## src/rtl/cpu_cegen.sv

```systemverilog
// Multi-phase clock-enable generator: 2-phase CPU edge strobes with a wait-state hold,
// plus free-running auxiliary clock-enable channels, all derived from the master clock.
module cpu_cegen #(
  parameter int unsigned          DIV      = 14,
  parameter int unsigned          CP2N_AT  = 0,
  parameter int unsigned          CP1P_AT  = 2,
  parameter int unsigned          CP1N_AT  = 4,
  parameter int unsigned          CP2P_AT  = 6,
  parameter int unsigned          STALL_AT = 5,
  parameter int unsigned          NAUX     = 1,
  parameter logic [NAUX*5-1:0]    AUX_DIV  = {5'd7},
  parameter logic [NAUX*5-1:0]    AUX_OFS  = {5'd2}
) (
  input  logic            CLK,
  input  logic            RES,
  input  logic            STALL,
  input  logic [NAUX-1:0] AUX_EN,
  output logic            CP1_POSEDGE,
  output logic            CP1_NEGEDGE,
  output logic            CP2_POSEDGE,
  output logic            CP2_NEGEDGE,
  output logic [NAUX-1:0] AUX_CE,
  output logic [4:0]      PHASE,
  output logic            STALLED
);

  localparam int unsigned CW = 5;

  localparam logic [CW-1:0] CNT_LAST  = CW'(DIV - 1);
  localparam logic [CW-1:0] CP2N_POS  = CW'(CP2N_AT);
  localparam logic [CW-1:0] CP1P_POS  = CW'(CP1P_AT);
  localparam logic [CW-1:0] CP1N_POS  = CW'(CP1N_AT);
  localparam logic [CW-1:0] CP2P_POS  = CW'(CP2P_AT);
  localparam logic [CW-1:0] STALL_POS = CW'(STALL_AT);

  // Configuration sanity, rejected at elaboration
  if (DIV < 4 || DIV > 31) begin : g_bad_div
    $fatal(1, "cpu_cegen: DIV must be 4..31");
  end
  if (CP2N_AT >= DIV || CP1P_AT >= DIV || CP1N_AT >= DIV ||
      CP2P_AT >= DIV || STALL_AT >= DIV) begin : g_bad_pos
    $fatal(1, "cpu_cegen: phase positions must be below DIV");
  end
  if (CP2N_AT == CP1P_AT || CP2N_AT == CP1N_AT || CP2N_AT == CP2P_AT ||
      CP2N_AT == STALL_AT || CP1P_AT == CP1N_AT || CP1P_AT == CP2P_AT ||
      CP1P_AT == STALL_AT || CP1N_AT == CP2P_AT || CP1N_AT == STALL_AT ||
      CP2P_AT == STALL_AT) begin : g_dup_pos
    $fatal(1, "cpu_cegen: phase positions must be distinct");
  end
  if (NAUX < 1 || NAUX > 8) begin : g_bad_naux
    $fatal(1, "cpu_cegen: NAUX must be 1..8");
  end

  logic          run_q;
  logic [CW-1:0] cnt_q;
  logic [CW-1:0] cnt_d;
  logic          hold_c;

  // CPU phase counter next state; a stall request only bites at the stall position
  always_comb begin
    hold_c = run_q & STALL & (cnt_q == STALL_POS);
    cnt_d  = cnt_q;
    if (run_q && !hold_c) begin
      cnt_d = (cnt_q == CNT_LAST) ? '0 : cnt_q + CW'(1);
    end
  end

  always_ff @(posedge CLK) begin
    if (RES) begin
      run_q <= 1'b0;
      cnt_q <= '0;
    end else begin
      run_q <= 1'b1;
      cnt_q <= cnt_d;
    end
  end

  assign CP2_NEGEDGE = run_q & (cnt_q == CP2N_POS);
  assign CP1_POSEDGE = run_q & (cnt_q == CP1P_POS);
  assign CP1_NEGEDGE = run_q & (cnt_q == CP1N_POS);
  assign CP2_POSEDGE = run_q & (cnt_q == CP2P_POS);
  assign PHASE       = cnt_q;
  assign STALLED     = hold_c;

  // Auxiliary channels run on their own counters and ignore the CPU stall
  for (genvar g = 0; g < NAUX; g++) begin : g_aux
    localparam logic [CW-1:0] ADIV = AUX_DIV[g*5 +: 5];
    localparam logic [CW-1:0] AOFS = AUX_OFS[g*5 +: 5];
    localparam logic [CW-1:0] ALAST = ADIV - CW'(1);

    if (ADIV < CW'(2) || AOFS >= ADIV) begin : g_bad_aux
      $fatal(1, "cpu_cegen: AUX_DIV must be 2..31 and AUX_OFS below it");
    end

    logic [CW-1:0] acnt_q;
    logic [CW-1:0] acnt_d;

    always_comb begin
      acnt_d = acnt_q;
      if (run_q && AUX_EN[g]) begin
        acnt_d = (acnt_q == ALAST) ? '0 : acnt_q + CW'(1);
      end
    end

    always_ff @(posedge CLK) begin
      if (RES) begin
        acnt_q <= '0;
      end else begin
        acnt_q <= acnt_d;
      end
    end

    assign AUX_CE[g] = run_q & AUX_EN[g] & (acnt_q == AOFS);
  end

endmodule

```

## config.mk

```make
export PLATFORM = sky130hd
export DESIGN_NAME = cpu_cegen
export DESIGN_NICKNAME = d
export VERILOG_FILES = /design/src/rtl/cpu_cegen.sv
export SDC_FILE = /design/constraint.sdc
export NUM_CORES = 1
export LEC_CHECK = 0
export CELL_PAD_IN_SITES_DETAIL_PLACEMENT = 0
export CELL_PAD_IN_SITES_GLOBAL_PLACEMENT = 2
export CORE_ASPECT_RATIO = 0.6
export CORE_MARGIN = 10
export CORE_UTILIZATION = 30
export DETAILED_ROUTE_END_ITERATION = 6
export GPL_TIMING_DRIVEN = 0
export PLACE_DENSITY_LB_ADDON = 0.1
export RECOVER_POWER = 25
export SLEW_MARGIN = 10
export SYNTH_ARGS = -nofsm -noshare
export SYNTH_HDL_FRONTEND = slang
export SYNTH_SLANG_ARGS = --single-unit
```

## constraint.sdc

```tcl
create_clock -name CLK -period 4 [get_ports CLK]
set_input_delay 0.4 -clock CLK [delete_from_list [all_inputs] [get_ports CLK]]
set_output_delay 0.4 -clock CLK [all_outputs]
set_load 0.05 [all_outputs]
```

==> impl_summary.txt, run 1 <==
----------------------------------------------------
[Synth]
  Count of warnings emitted by yosys ... 0
  Adder and majority cell fraction of the synthesized area ... 11.43%
  Dominant register cell in the synthesized netlist ... sky130_fd_sc_hd__dfxtp_1
  Area of the mapped netlist ... 656.9 um2
  Sequential cell area fraction in the yosys report ... 33.52%
  Number of distinct library cell variants in the gate-level netlist after synthesis ... 26
  Number of enable-type register cells in the synthesized netlist ... 0
  Synth Area in XOR/XNOR ... 5.333%
  Number of cells produced by synthesis ... 76
  Fraction of registers with async set/reset ... 0%
  Multiplexer share of the synthesized area ... 0%
  Register bit total from synthesis ... 11
  Mean Syn Cell Area ... 8.643 um2
  Simple-gate share of the synthesized area ... 30.10%
  Area fraction in compound gates after synthesis ... 13.90%
  Combinational family with the most area after synthesis ... simple AND/OR/NAND/NOR gates
  Post-Syn Nets ... 86

[Power]
  PwrDens ... 320.5 nW/um2
  Peak ir drop on the vdd network ... 0.0001088 V
  Pleak ... 0.3282 nW

[Timing]
  Unrepaired setup endpoints after global routing ... no
  Hold Violations, Final ... 0
  Worst max-slew margin expressed relative to the limit ... between 60% and 70%
  Timing-limited maximum frequency ... 324.9 MHz
  Total negative slack for setup checks ... 0 ns
  Skew final ... 0.0001983 ns
  Final worst-path cycle share ... approximately three quarters
  Hold_ws ... 0.5304 ns
  # setup viols final ... 0
  Clock period minus final worst setup slack ... 3.078 ns
  Slew at the pin with the worst max-slew slack ... 0.5040 ns
  Final number of max-transition violations ... 0

[Run status]
  Result of the run ... finished, final reports clean

[Min path]
  Cell depth of the worst min-delay path ... 2
  Startpoint of the lowest-slack hold path ... g_aux[0].acnt_q[4]
  Hold Crit Class ... flop to flop
  Hold Path Sink ... g_aux[0].acnt_q[4]

[Job]
  Max-cap violation count ... 0

[Finish]
  Area added between synthesis and finish ... 31.05%
  Net count of the finished layout ... 105
  Final core occ ... between 40% and 50%
  Fillers ... 228
  Proportion of layout cells with a drive suffix above 1 ... 7.447%
  Area of the multi-input gates ... between 300 and 400 um2
  Diode count ... 0
  Flip-flop and latch area ... 220.2 um2

[Floorplanning]
  Core footprint ... 2131 um2
  Chip width ... 80.41 um
  Area enclosed by the die boundary ... ~4500 um2
  Number of I/O pins ... 15
  Height of the die ... 56.25 um
  Site row count ... 13
  Effective utilization at floorplan ... a little under a third

[Detailed routing]
  DRC violations left ... 0
  Drt first pass iters ... 4
  Final Routed Wirelength ... between 1500 and 2000 um
  Number of nets still failing antenna checks after routing ... 0
  Detailed router's first-iteration violation count ... 26
  Via total after detailed routing ... 546
  Wire length per cell ... 12.12 um
  Average vias per placed instance ... between 4 and 5

[CTS]
  Number of instances resized during post-cts repair ... 0
  Clk sinks ... 11
  CTS Buf Count ... 3
  Level count of the clock H-tree ... 1
  Clk_lat worst skew ... 0.23 ns
  Number of buffers added to fix hold violations after cts ... 0
  Clock transition time at the flip-flop clock pins of the worst setup and hold paths ... ~0.050 ns
  Buffer cell driving the clock tree root ... sky130_fd_sc_hd__clkbuf_8
  Post-CTS setup-driven buffer insertion count ... 0
  CTS tree ... done
  Maximum buffer depth of the clock tree ... 2

[Worst setup path]
  Sort of element at the start of the critical path ... input port
  Critical path start-end classification ... input port to primary output
  Setup slack on the worst flop-to-flop path ... 2.28 ns
  WP data arrival ... 2.68 ns
  Worst R2R End ... g_aux[0].acnt_q[1]
  Nature of the critical path endpoint ... primary output
  Startpoint of the lowest-slack register-to-register path ... run_q
  Logic depth of the worst register-to-register path ... 6
  Data required time of the critical path ... 3.60 ns
  Max FO, Critical Path ... 7

[Global route]
  Wire length of the first global-routing pass ... between 2000 and 2500 um
  Aggregate global routing overflow ... 0
  Antenna violations before repair ... 0
  Total global-route track usage ... just under 7%
  Pin count of the biggest net entering global routing ... 11
  Via count of the first global-routing pass ... about 460

[Place]
  Routability congestion estimate ... between 0.7 and 0.8
  Count of port buffers added during placement ... 14
  Dpl hpwl ... around 1200 um

----------------------------------------------------
[cell usage after synthesis, types with 2 or more instances]
library cell              count  area share, %
sky130_fd_sc_hd__a21oi_1      5            3.8
sky130_fd_sc_hd__a31oi_1      2            1.9
sky130_fd_sc_hd__and3b_1      2            2.7
sky130_fd_sc_hd__buf_6        2            3.4
sky130_fd_sc_hd__dfxtp_1     11             34
sky130_fd_sc_hd__ha_1         6             11
sky130_fd_sc_hd__inv_1        4            2.3
sky130_fd_sc_hd__nand2_1      8            4.6
sky130_fd_sc_hd__nand4_1      3            2.9
sky130_fd_sc_hd__nor2_1      10            5.7
sky130_fd_sc_hd__nor2b_1      2            1.9
sky130_fd_sc_hd__nor3_1       3            2.3
sky130_fd_sc_hd__o21ai_0      3            2.3
sky130_fd_sc_hd__xor2_1       3            4.0
[where the power goes]
part / total, W / internal, W / switching [W] / leakage (nW)
logic: 0.0000488 / 0.0000194 / 0.0000295 / 0.216
registers: 0.000119 / 0.000114 / 0.00000534 / 0.0898
clock network: 0.000108 / 0.0000696 / 0.0000381 / 0.0228
total: 0.000276 / 0.000203 / 0.0000729 / 0.328
[state kept, by name (all words and copies together), names as in the netlist]
| name | flops |
|---|---|
| g_aux.acnt_q | 5 |
| run_q | 1 |
| PHASE | 5 |
[cells in the final DEF (no fill, tap or decap)]
master                             n
sky130_fd_sc_hd__clkdlybuf4s50_1  13
sky130_fd_sc_hd__dfxtp_1          11
sky130_fd_sc_hd__nor2_1           10
sky130_fd_sc_hd__nand2_1           8
sky130_fd_sc_hd__ha_1              6
sky130_fd_sc_hd__a21oi_1           5
sky130_fd_sc_hd__inv_1             4
sky130_fd_sc_hd__nor3_1            3
sky130_fd_sc_hd__nand4_1           3
sky130_fd_sc_hd__xor2_1            3
sky130_fd_sc_hd__o21ai_0           3
sky130_fd_sc_hd__clkbuf_8          3
sky130_fd_sc_hd__nor2b_1           2
sky130_fd_sc_hd__and3b_1           2
sky130_fd_sc_hd__clkbuf_1          2
sky130_fd_sc_hd__a31oi_1           2
sky130_fd_sc_hd__buf_6             1
sky130_fd_sc_hd__nand2b_1          1
sky130_fd_sc_hd__and3_1            1
sky130_fd_sc_hd__and2_4            1
sky130_fd_sc_hd__nor3b_1           1
sky130_fd_sc_hd__a31o_4            1
sky130_fd_sc_hd__a211oi_2          1
sky130_fd_sc_hd__xnor2_1           1
sky130_fd_sc_hd__nor4_1            1
sky130_fd_sc_hd__nand3b_1          1
sky130_fd_sc_hd__or2_1             1
sky130_fd_sc_hd__or3_1             1
sky130_fd_sc_hd__a311oi_1          1
sky130_fd_sc_hd__dlygate4sd3_1     1
[through the flow]
| step | total power [W] | setup slack [ns] | cell area, um2 | std cells |
|---|---|---|---|---|
| after floorplan | 0.0001550 | 1.585 | 656.9 | 76 |
| after global placement | 0.0001724 | 1.295 | 834.6 | 120 |
| after detailed placement | 0.0001720 | 1.300 | 834.6 | 120 |
| after CTS | 0.0002811 | 1.299 | 879.6 | 124 |
| after global routing | 0.0002943 | 0.8180 | 860.8 | 124 |
| final | 0.0002759 | 0.9224 | 860.8 | 124 |
[layer usage]
layer	up-vias	wire length, um	track usage (%)
li1	297	-	-
met1	234	857	10.47
met2	13	513	7.014
met3	2	110	3.387
met4	0	21	3.000
met5	-	0	0
[final cells by class]
cell class | count | share of cell area (%)
multi-input cells | 59 | 45.06
repair buffers | 14 | 16.28
clock buffers | 4 | 5.233
plain buffers | 2 | 1.744
well taps | 30 | 4.360
flip-flops and latches | 11 | 25.58
inverters | 4 | 1.744
[worst max-delay path: stages]
cell	delay, ns
sky130_fd_sc_hd__clkdlybuf4s50_1	0.45
sky130_fd_sc_hd__and2_4	0.12
sky130_fd_sc_hd__clkbuf_1	0.29
sky130_fd_sc_hd__nor3b_1	0.42
sky130_fd_sc_hd__nand2_1	0.09
sky130_fd_sc_hd__nor2_1	0.09
sky130_fd_sc_hd__clkdlybuf4s50_1	0.80
[kinds of logic (layout without fill, tap and decap cells)]
family | count (synthesis) | in the layout
AO/OA/AOI/OAI | 13 | 13
XOR/XNOR | 4 | 4
buffers and inverters | 6 | 24
adder cells (fa/ha/maj) | 6 | 6
AND/OR/NAND/NOR | 36 | 36
flip-flops | 11 | 11
[how the worst max path moves through the flow]
stage | cells after the start | slack (ns) | from | endpoint
after floorplan | 3 | 1.59 | PHASE[1] | CP1_POSEDGE
after global placement | 7 | 1.29 | AUX_EN | AUX_CE
after detailed placement | 7 | 1.30 | AUX_EN | AUX_CE
after CTS | 7 | 1.30 | AUX_EN | AUX_CE
after global routing | 7 | 0.82 | AUX_EN | AUX_CE
final | 7 | 0.92 | AUX_EN | AUX_CE
Power figures use the tool's default switching activity.
==> run 2, diff against run 1 <==
Settings changed: CORE_UTILIZATION 30 to 25.
Clock period 4 ns to 2.5 ns, I/O delays scaled along.
==> run 2 against run 1 <==
Compared with the run above: setup slack got worse by 0.69 ns; die area increased by 14%; hold slack improved by 0.013 ns; sequential power increased by 61%; power increased by 61%; first-iteration DRC count increased by 15%; wire length increased by 1.5%; largest power group unchanged; highest routed layer unchanged.
==> impl_summary.txt, run 2 (same netlist as run 1, synthesis figures left out) <==
----------------------------------------------------
[Power]
  Reported net switching power ... between 0.0001 and 0.00015 W
  Clock network fraction of total power ... 39.2%
  Peak ir drop on the vdd network ... 0.0002223 V
  PwrDens ... 506.2 nW/um2
  Net switching share of the total power ... 26.54%
  Pleak ... approximately 0.37 nW
  Fraction of power consumed by combinational cells ... 17.7%
  Share of power burned in registers ... 43.0%
  Internal cell power ... around 0.00033 W

[Detailed routing]
  Average vias per placed instance ... 4.508
  Number of nets still failing antenna checks after routing ... 0
  Wire length per cell ... about 12 um
  DRC violations left ... 0
  Via total after detailed routing ... 568
  Detailed router's first-iteration violation count ... 30
  Drt first pass iters ... 4
  Final Routed Wirelength ... 1526 um

[Timing]
  # setup viols final ... 0
  Minimum setup slack in the final design ... 0.2373 ns
  Skew final ... 0.002113 ns
  Unrepaired setup endpoints after global routing ... no
  Hold Violations, Final ... 0
  Worst max-slew margin expressed relative to the limit ... 66.28%
  Timing-limited maximum frequency ... 441.9 MHz
  Clock period minus final worst setup slack ... around 2.3 ns
  Total negative slack for setup checks ... 0 ns
  Final number of max-transition violations ... 0
  Final worst-path cycle share ... 90.51%
  Slew at the pin with the worst max-slew slack ... 0.5041 ns

[CTS]
  CTS Buf Count ... 3
  Level count of the clock H-tree ... 1
  Number of buffers added to fix hold violations after cts ... 0
  CTS tree ... done
  Post-CTS setup-driven buffer insertion count ... 0
  Clk_lat worst skew ... 0.23 ns
  Clock transition time at the flip-flop clock pins of the worst setup and hold paths ... 0.05 ns
  Maximum buffer depth of the clock tree ... 2
  Clk sinks ... 11
  Number of instances resized during post-cts repair ... 0
  Buffer cell driving the clock tree root ... sky130_fd_sc_hd__clkbuf_8

[Place]
  Post-placement worst setup slack ... ~0.088 ns
  Dpl hpwl ... 1238 um
  Count of port buffers added during placement ... 14
  Routability congestion estimate ... between 0.7 and 0.8
  Number of placed instances with taps included ... 122

[Global route]
  Via count of the first global-routing pass ... 530
  Wire length of the first global-routing pass ... between 2000 and 3000 um
  Aggregate global routing overflow ... 0
  Total global-route track usage ... about 6.7%
  Antenna violations before repair ... 0
  Pin count of the biggest net entering global routing ... 11

[Floorplanning]
  Height of the die ... 59.71 um
  Core footprint ... 2505 um2
  Chip width ... between 80 and 90 um
  Area enclosed by the die boundary ... ~5100 um2
  Site row count ... 14
  Effective utilization at floorplan ... 26.22%
  Number of I/O pins ... 15

[Run status]
  Result of the run ... finished, final reports clean

[Worst setup path]
  Sort of element at the start of the critical path ... flop
  WP data arrival ... 2.01 ns
  Data required time of the critical path ... 2.25 ns
  Critical path start-end classification ... flop to primary output
  Delay of the slowest cell on the worst path ... roughly 0.83 ns
  Cell chain of the critical path ... buf_6 > nor2b_1 > nand2_1 > nor3_1 > clkdlybuf4s50_1
  Max FO, Critical Path ... 10
  Cell with the largest stage delay on the worst path ... sky130_fd_sc_hd__clkdlybuf4s50_1
  Nature of the critical path endpoint ... primary output

[Finish]
  Commonest non-fill, non-tap cells in the layout ... 11 x sky130_fd_sc_hd__dfxtp_1, 11 x sky130_fd_sc_hd__clkdlybuf4s50_1, 10 x sky130_fd_sc_hd__nor2_1, 8 x sky130_fd_sc_hd__nand2_1, 6 x sky130_fd_sc_hd__ha_1
  Area added between synthesis and finish ... 33.33%
  Proportion of layout cells with a drive suffix above 1 ... 8.511%
  Final core occ ... 34.97%
  Non-Filler Instances ... 126
  Flip-flop and latch area ... 220.2 um2
  Area of the multi-input gates ... about 390 um2
  Net count of the finished layout ... approximately 110
  Fillers ... 261
  Diode count ... 0

[Job]
  Max-cap violation count ... 0

[Min path]
  Hold Crit Class ... flop to flop

----------------------------------------------------
[run 2: changes by cell type in the layout (fill, tap and decap cells not counted)]
cell and change:
sky130_fd_sc_hd__clkdlybuf4s50_1 -2, sky130_fd_sc_hd__dlymetal6s2s_1 +2, sky130_fd_sc_hd__buf_6 +1, sky130_fd_sc_hd__clkbuf_1 -1
[run 2: layout make-up]
cell class,instances,area share (%)
tap,32,4.571
timing repair buffer,14,16.57
inverter,4,1.714
buffer,2,2.571
clock buffer,4,5.143
sequential,11,25.14
multi-input combinational,59,44.29
[run 2: path summary, 6_finish.rpt]
kind	slack (ns)	from	cells past startpoint	end
worst max-delay path	0.24	run_q	5	CP2_NEGEDGE
worst min-delay path	0.54	g_aux[0].acnt_q[3]	2	g_aux[0].acnt_q[3]
worst min register to register	0.54	g_aux[0].acnt_q[3]	2	g_aux[0].acnt_q[3]
worst max register to register	0.90	PHASE[1]	6	PHASE[0]
[run 2: worst max-delay path, delay by kind of cell (launching register included)]
kind	cells	cell delay, ns
flops	1	0.32
buf+inv	2	0.96
simple gates	3	0.50
[run 2: power groups by stage]
stage | combinational [W] | clock (W) | sequential (W)
6_report | 0.0000787 | 0.000174 | 0.000191
3_5_place_dp | 0.0000806 | 0 | 0.000194
5_1_grt | 0.0000858 | 0.000190 | 0.000193
4_1_cts | 0.0000808 | 0.000181 | 0.000191
2_1_floorplan | 0.0000457 | 0 | 0.000202
3_3_place_gp | 0.0000823 | 0 | 0.000195
[run 2: per-layer routing]
metal | track usage, % | part of all wire (%)
met1 | 9.344 | 55
met2 | 7.920 | 35
met3 | 4.206 | 9.0
met4 | 2.069 | 1.1
met5 | 0 | 0
[run 2: metrics by stage]
stage | total power [W] | hold WS, ns | instance area [um2]
after global routing | 0.0004683 | 0.5623 | 875.8
after CTS | 0.0004524 | 0.5732 | 882.1
after global placement | 0.0002768 | 0.5541 | 837.1
final | 0.0004434 | 0.5431 | 875.8
after detailed placement | 0.0002750 | 0.5660 | 837.1
after floorplan | 0.0002480 | 0.3065 | 656.9
